`config.mk`:
```
export PLATFORM = sky130hd
export DESIGN_NAME = rr_onehot_arbiter
export DESIGN_NICKNAME = d
export VERILOG_FILES = /design/src/rtl/rr_onehot_arbiter.sv
export SDC_FILE = /design/constraint.sdc
export NUM_CORES = 1
export LEC_CHECK = 0
export ABC_AREA = 1
export CAP_MARGIN = 20
export CORE_UTILIZATION = 53
export DETAILED_ROUTE_END_ITERATION = 16
export GPL_TIMING_DRIVEN = 0
export PLACE_DENSITY = 0.89
export REMOVE_ABC_BUFFERS = 1
export SLEW_MARGIN = 20
export SYNTH_ARGS = -nofsm -noshare
export SYNTH_HDL_FRONTEND = slang
export SYNTH_SLANG_ARGS = --single-unit
```
`constraint.sdc`:
```
create_clock -name clk -period 4.5 [get_ports clk]
set_clock_uncertainty 0.05 [all_clocks]
set_input_delay 0.9 -clock clk [delete_from_list [all_inputs] [get_ports clk]]
set_output_delay 0.9 -clock clk [all_outputs]
set_load 0.01 [all_outputs]
```
`src/rtl/rr_onehot_arbiter.sv`:
```
// -----------------------------------------------------------------------------
// rr_onehot_arbiter
//   Round-robin arbiter that shares one downstream resource between N
//   requesters. The grant is registered and is given both as a one-hot vector
//   (for a mux select) and as a binary index (for a decoder). A requester holds
//   req until it is served and then pulses done. Every grant is followed by a
//   mandatory one-cycle idle gap, so grants are never back-to-back.
//
//   Parameters:
//     N        number of requesters (2..16, need not be a power of 2)
//     IDX_W    width of gnt_idx, must equal $clog2(N)
//     TIMEOUT  maximum grant length in cycles (only with ARB_TIMEOUT_EN)
//
//   Ports:
//     clk        in   1      clock, all logic on posedge
//     rst        in   1      synchronous, active-high reset
//     req        in   N      level request per requester, held until served
//     done       in   1      current owner finished (1-cycle pulse)
//     gnt        out  N      one-hot grant, registered
//     gnt_idx    out  IDX_W  binary index of the owner (holds the last owner)
//     gnt_valid  out  1      high while a grant is active (== |gnt)
//     timeout_o  out  1      1-cycle pulse in the idle cycle that follows a
//                            forced release
//
//   Optional feature (compile-time macro):
//     ARB_TIMEOUT_EN  when defined, a grant that lasts TIMEOUT cycles without
//                     a release is forcibly released. When undefined there is
//                     no timer and timeout_o is tied low.
// -----------------------------------------------------------------------------
module rr_onehot_arbiter #(
    parameter int N       = 4,
    parameter int IDX_W   = 2,
    parameter int TIMEOUT = 8
) (
    input  logic             clk,
    input  logic             rst,
    input  logic [N-1:0]     req,
    input  logic             done,
    output logic [N-1:0]     gnt,
    output logic [IDX_W-1:0] gnt_idx,
    output logic             gnt_valid,
    output logic             timeout_o
);

    if ((IDX_W != $clog2(N)) || (N < 2) || (N > 16) || (TIMEOUT < 1)) begin : g_param_err
        $error("rr_onehot_arbiter: illegal parameter combination");
    end

    typedef enum logic {
        IDLE  = 1'b0,
        GRANT = 1'b1
    } state_t;

    state_t           state_q, state_d;
    logic [N-1:0]     gnt_q, gnt_d;
    logic [IDX_W-1:0] gnt_idx_q, gnt_idx_d;
    logic [IDX_W-1:0] ptr_q, ptr_d;

    logic             win_found;
    logic [IDX_W-1:0] win_idx;
    logic             owner_rel;
    logic             force_rel;
    logic             rel;

    // Winner search: walk candidates starting at ptr and wrapping at N-1.
    // The candidate is advanced explicitly instead of using a modulo so that
    // non-power-of-2 N wraps correctly.
    always_comb begin
        logic [IDX_W-1:0] cand;
        win_found = 1'b0;
        win_idx   = '0;
        cand      = ptr_q;
        for (int i = 0; i < N; i++) begin
            if (!win_found && req[cand]) begin
                win_found = 1'b1;
                win_idx   = cand;
            end
            cand = (cand == IDX_W'(N - 1)) ? '0 : cand + IDX_W'(1);
        end
    end

    // Owner release: done pulse, or the owner dropped its request. Masking req
    // with the one-hot grant avoids indexing req with gnt_idx.
    assign owner_rel = done | ~|(req & gnt_q);
    assign rel       = owner_rel | force_rel;

`ifdef ARB_TIMEOUT_EN
    localparam int TMR_W = $clog2(TIMEOUT + 1);

    logic [TMR_W-1:0] timer_q, timer_d;
    logic             timeout_q, timeout_d;

    // A normal release on the same cycle wins, so force only without one.
    assign force_rel = (state_q == GRANT) && !owner_rel &&
                       (timer_q == TMR_W'(TIMEOUT));

    // timer reads 1 during the first grant cycle and counts up from there.
    always_comb begin
        timer_d   = timer_q;
        timeout_d = force_rel;
        if (state_q == IDLE) begin
            timer_d = win_found ? TMR_W'(1) : '0;
        end else if (rel) begin
            timer_d = '0;
        end else begin
            timer_d = timer_q + TMR_W'(1);
        end
    end

    always_ff @(posedge clk) begin
        if (rst) begin
            timer_q   <= '0;
            timeout_q <= 1'b0;
        end else begin
            timer_q   <= timer_d;
            timeout_q <= timeout_d;
        end
    end

    assign timeout_o = timeout_q;
`else
    assign force_rel = 1'b0;
    assign timeout_o = 1'b0;
`endif

    // State register (with grant, index and pointer flops).
    always_ff @(posedge clk) begin
        if (rst) begin
            state_q   <= IDLE;
            gnt_q     <= '0;
            gnt_idx_q <= '0;
            ptr_q     <= '0;
        end else begin
            state_q   <= state_d;
            gnt_q     <= gnt_d;
            gnt_idx_q <= gnt_idx_d;
            ptr_q     <= ptr_d;
        end
    end

    // Next-state logic.
    always_comb begin
        state_d = state_q;
        case (state_q)
            IDLE:    if (win_found) state_d = GRANT;
            GRANT:   if (rel)       state_d = IDLE;
            default: state_d = IDLE;
        endcase
    end

    // Output / pointer logic. Non-owner request changes are not looked at in
    // GRANT; they are picked up by the search in the following IDLE cycle.
    always_comb begin
        gnt_d     = gnt_q;
        gnt_idx_d = gnt_idx_q;
        ptr_d     = ptr_q;
        case (state_q)
            IDLE: begin
                if (win_found) begin
                    gnt_d     = {{(N-1){1'b0}}, 1'b1} << win_idx;
                    gnt_idx_d = win_idx;
                end
            end
            GRANT: begin
                if (rel) begin
                    gnt_d = '0;
                    ptr_d = (gnt_idx_q == IDX_W'(N - 1)) ? '0
                                                         : gnt_idx_q + IDX_W'(1);
                end
            end
            default: begin
                gnt_d = '0;
            end
        endcase
    end

    assign gnt       = gnt_q;
    assign gnt_idx   = gnt_idx_q;
    assign gnt_valid = |gnt_q;

endmodule

```
Yosys cells after proc, flatten, opt, wreduce, memory -nomap -nowiden
Cells that the tools add are included.
- register bits: 9
- bits of input ports: 7
- word-level logic and storage cells: 60
- add/subtract/negate cells: 4
- magnitude comparators: 4
- equal/unequal tests: 6
- shift operators: 1
- muxes and demuxes: 26
- bitwise operators: 3
- reduce and logical (&&, ||, !) cells: 12
- operators by type and width (operator ; number):
    2-bit two-way mux ; 8
    2-bit by 3-bit less-than comparator with 1-bit output (second input constant) ; 4
    1-bit two-way mux ; 10
    2-bit by 1-bit adder with 2-bit output (second input constant) ; 4
    1-bit binary-select mux with 2-bit select ; 4
    2-bit == test (second input constant) ; 4
    4-bit two-way mux ; 2
    4-bit case mux with 2 select lines ; 1
    4-bit OR reduction ; 2
    2-bit AND reduction ; 3
    4-bit AND ; 1
    1-bit logical NOT ; 4
    1-bit by 2-bit << shifter with 4-bit output (first input constant) ; 1
    1-bit logical AND ; 3
    2-bit by 1-bit inequality test with 1-bit output (second input constant) ; 1
    2-bit inequality test (second input constant) ; 1
    1-bit case mux with 2 select lines ; 1
    1-bit inverter ; 1
    1-bit bitwise OR ; 1

Longest topological paths before layout
- depth in word-level cells: 15
- mapped depth: 13

Worst setup path after synthesis
No wires, ideal clock.
- kind: input to register
- start: input port req[2]
- end: register gnt_idx_q[1], in the netlist gnt_idx[1]
- arrival: 1.776 ns
- required time: 4.329 ns
- setup slack: 2.554 ns
- stages on the path: 10
- path buffers: 0
- cell sequence: inv_1 > nand2_1 > nand3_1 > nand2_2 > nor2_8 > nand3b_2 > nand2_2 > inv_2 > o21ai_1 > a21oi_1
- cells in the longest elaborated chain, start to end: 13
- ends and longest elaborated chain (element ; RTL line ; RTL):
    from (decl) ; 37 ; input logic [N-1:0] req,
    1-bit binary-select mux with 2-bit select ; 74 ; if (!win_found && req[cand]) begin
    1-bit two-way mux (not written as such) ; 74 ;
    1-bit two-way mux ; 74 ;
    1-bit logical NOT ; 74 ;
    1-bit logical AND ; 74 ;
    1-bit two-way mux ; 74 ;
    1-bit logical NOT ; 74 ;
    1-bit logical AND ; 74 ;
    1-bit two-way mux ; 74 ;
    1-bit logical NOT ; 74 ;
    1-bit logical AND ; 74 ;
    1-bit two-way mux ; 74 ;
    2-bit AND reduction (no source line) ; n/a ;
    to (signal assigned) ; 136 ; gnt_idx_q <= gnt_idx_d;
    to (decl) ; 56 ; logic [IDX_W-1:0] gnt_idx_q, gnt_idx_d;
Several ways; a longest one is shown, not always the timed one. The select of a mux whose other input is x is not followed.
A chain may end at the register's enable or synchronous reset.

Worst setup path in the final report
- start: input port req[2]
- end: register gnt_q[0], in the netlist gnt[0]
- cells in the longest elaborated chain, start to end: 15
- ends and longest elaborated chain (element ; RTL line ; RTL):
    1-bit binary-select mux with 2-bit select ; 74 ;
    1-bit two-way mux (not written as such) ; 74 ;
    1-bit two-way mux ; 74 ;
    1-bit logical NOT ; 74 ;
    1-bit logical AND ; 74 ;
    1-bit two-way mux ; 74 ;
    1-bit logical NOT ; 74 ;
    1-bit logical AND ; 74 ;
    1-bit two-way mux ; 74 ;
    1-bit logical NOT ; 74 ;
    1-bit logical AND ; 74 ;
    2-bit two-way mux ; 74 ;
    1-bit by 2-bit << shifter with 4-bit output ; 160 ; gnt_d = {{(N-1){1'b0}}, 1'b1} << win_idx;
    4-bit two-way mux ; 159 ; if (win_found) begin
    4-bit case mux with 2 select lines ; 157 ; case (state_q)
    to (signal assigned) ; 135 ; gnt_q <= gnt_d;
    to (decl) ; 55 ; logic [N-1:0] gnt_q, gnt_d;
Several ways; a longest one is shown, not always the timed one. The select of a mux whose other input is x is not followed.

==> impl_metrics.env <==
export IMPL_initial_core_util_pct=56.5
export IMPL_wire_per_inst_um=12.1
export IMPL_path_cells="clkdlybuf4s50_1, inv_1, nand2_1, nand3_1, nand2_2, inv_1, nor2_1, nor2_1, nand2_1, nor2_2, nand3_1, a21oi_1"
export IMPL_final_area_um2=903
export IMPL_grt_remaining_overflow=0
export IMPL_critical_path_top_delay_family="simple AND/OR/NAND/NOR gates"
export IMPL_setup_viol=0
export IMPL_drive_above_1_share_pct=11.0
export IMPL_rows=13
export IMPL_die_x_um=39.3
export IMPL_postCtsSetupRepairBufs=0
export IMPL_fp_dieH_um=39.3
export IMPL_r2r_start="ptr_q[0]"
export IMPL_end_kind="flip-flop"
export IMPL_path_buf_inv=3
export IMPL_gp_congestion=0.772
export IMPL_status="complete, no violations"
export IMPL_worstSetupStartpointType="input port"
export IMPL_hold_viol_final=0
export IMPL_hp_start="gnt[2]"
export IMPL_seq_area_frac_synth_pct=24.5
export IMPL_slowest_stage="clkdlybuf4s50_1"
export IMPL_grt_pass1_vias=689
export IMPL_cp_data_required_time_ps=4640
export IMPL_grt_pass1_wl_um=2930
export IMPL_drt_antenna_violating_nets=0
export IMPL_yosys_warnings=0
export IMPL_syn_area_um2=736
export IMPL_cts_tree="built"
export IMPL_place_ws_ps=1900
export IMPL_fin_crit_sh_pct=52.9
export IMPL_track_usage_pct=28.3
export IMPL_clk_pin_slew_worst_paths_ps=60
export IMPL_antenna_found_initial=0
export IMPL_dr_total_vias=818
export IMPL_die_area_um2=1540
export IMPL_cts_htree_levels=1
export IMPL_firstDrtPassIters=4
export IMPL_drc=0
export IMPL_cts_resized=0
export IMPL_ios=15
export IMPL_critical_path_class="input port to flip-flop"
export IMPL_irDropWorstVdd_mv=0.439
export IMPL_arrival_ps=2530
export IMPL_drt_iter0_drc=30
export IMPL_avgSynthCellArea_um2=6.13
export IMPL_syn_inst=120
export IMPL_synth_seq_cells=9
export IMPL_synth_distinct_cells=22
export IMPL_layout_cells_non_filler=151
export IMPL_min_path_type="flip-flop to flip-flop"
export IMPL_cts_sinks=9
export IMPL_grt_max_degree=9
export IMPL_routed_wl_um=1830
export IMPL_fmax_mhz=420
export IMPL_drv_slew=0
export IMPL_syn_to_final_growth_pct=22.8
export IMPL_clock_latency_ps=270
export IMPL_cp_slowest_stage_delay_ps=400
export IMPL_n_antenna_cell=0
export IMPL_placed_area_um2=877
export IMPL_cts_root_buf="clkbuf_4"
export IMPL_layout_commonest_cell="nand2_1"
export IMPL_core_area_um2=1300
export IMPL_vias_per_cell=5.42
export IMPL_clk_path_buf_depth=2
export IMPL_min_period_ps=2380
export IMPL_dp_cells=147
export IMPL_startpoint="req[2]"
export IMPL_rsz0062_at_grt="false"
export IMPL_path_max_fanout=3
export IMPL_setup_tns_ps=0
export IMPL_numPortBuffers=13
export IMPL_powerDensity_nw_per_um2=749
export IMPL_layout_nets=146
export IMPL_total_leakage_power_nw=0.468
export IMPL_drv_cap=0
export IMPL_postCtsHoldBufs=0
export IMPL_final_cell_mix="nand2_1 (31), nand3_1 (21), inv_1 (19)"
export IMPL_post_dp_hpwl_um=1410
export IMPL_cts_inserted_buffers=3
export IMPL_setup_ws_ps=2120
[report_power, final]
group          switching, mW  internal, mW  total, mW
clock                 0.0301        0.0343     0.0644
combinational          0.290         0.181      0.471
sequential            0.0301         0.111      0.141
[path summary, 6_finish.rpt]
| path | endpoint | depth (start not counted) | slack (ps) |
|---|---|---|---|
| worst max-delay path | gnt[0] | 12 | 2120 |
| worst max register to register | gnt_idx[1] | 11 | 2470 |
| worst min register to register | gnt[2] | 2 | 450 |
| worst min-delay path | gnt[2] | 2 | 450 |
[per-stage QoR]
| step | hold slack, ps | util (%) | total power, mW |
|---|---|---|---|
| final | 454 | 69.4 | 0.677 |
| after global routing | 478 | 69.4 | 0.734 |
| after CTS | 455 | 69.4 | 0.671 |
| after detailed placement | 447 | 67.4 | 0.599 |
| after global placement | 435 | 67.4 | 0.585 |
| after floorplan | 434 | - | 0.466 |
[routing by layer]
| layer | track usage, % | wire length (um) |
|---|---|---|
| met1 | 33.0 | 807 |
| met2 | 52.1 | 946 |
| met3 | 3.41 | 57 |
| met4 | 10.3 | 17 |
| met5 | 0 | 0 |
[layout make-up]
| class | count | area, um^2 |
|---|---|---|
| timing repair buffer | 13 | 130 |
| inverter | 21 | 78.8 |
| clock buffer | 4 | 26.3 |
| tap | 15 | 18.8 |
| fill | 109 | 398 |
| sequential | 9 | 180 |
| multi-input combinational | 89 | 469 |
[state kept, by name, summed over array words and instances (netlist names)]
register / flops
ptr_q: 2
gnt_idx: 2
state_q: 1
gnt: 4
[synth_stat cells (all sizes together)]
| master | count | area, um^2 |
|---|---|---|
| nor2 | 8 | 48.8 |
| dfxtp | 9 | 180 |
| o211ai | 1 | 7.51 |
| o21ai | 4 | 20.0 |
| nand3b | 1 | 11.3 |
| o22ai | 2 | 12.5 |
| a21oi | 7 | 35.0 |
| inv | 21 | 78.8 |
| o21bai | 1 | 7.51 |
| buf | 1 | 7.51 |
| ha | 2 | 25.0 |
| nand3 | 22 | 115 |
| conb | 1 | 3.75 |
| nand2 | 37 | 164 |
| nand4 | 3 | 18.8 |
[tightest hold or removal path, delay by kind of cell (launching register included)]
family / cells / cell delay, ps
AOI/OAI and AO/OA: 1 / 60
and+or+nand+nor: 1 / 80
DFF: 1 / 320
[cells by family (layout without fill, tap and decap cells)]
| kind of cell | after synthesis | in the layout | synth area share (%) |
|---|---|---|---|
| buf+inv | 22 | 38 | 11.7 |
| compound gates | 15 | 15 | 11.2 |
| other cells | 1 | 1 | 0.510 |
| flops | 9 | 9 | 24.5 |
| fa+ha+maj | 2 | 2 | 3.40 |
| simple gates | 71 | 71 | 48.6 |
(Power assumes the default switching activity.)
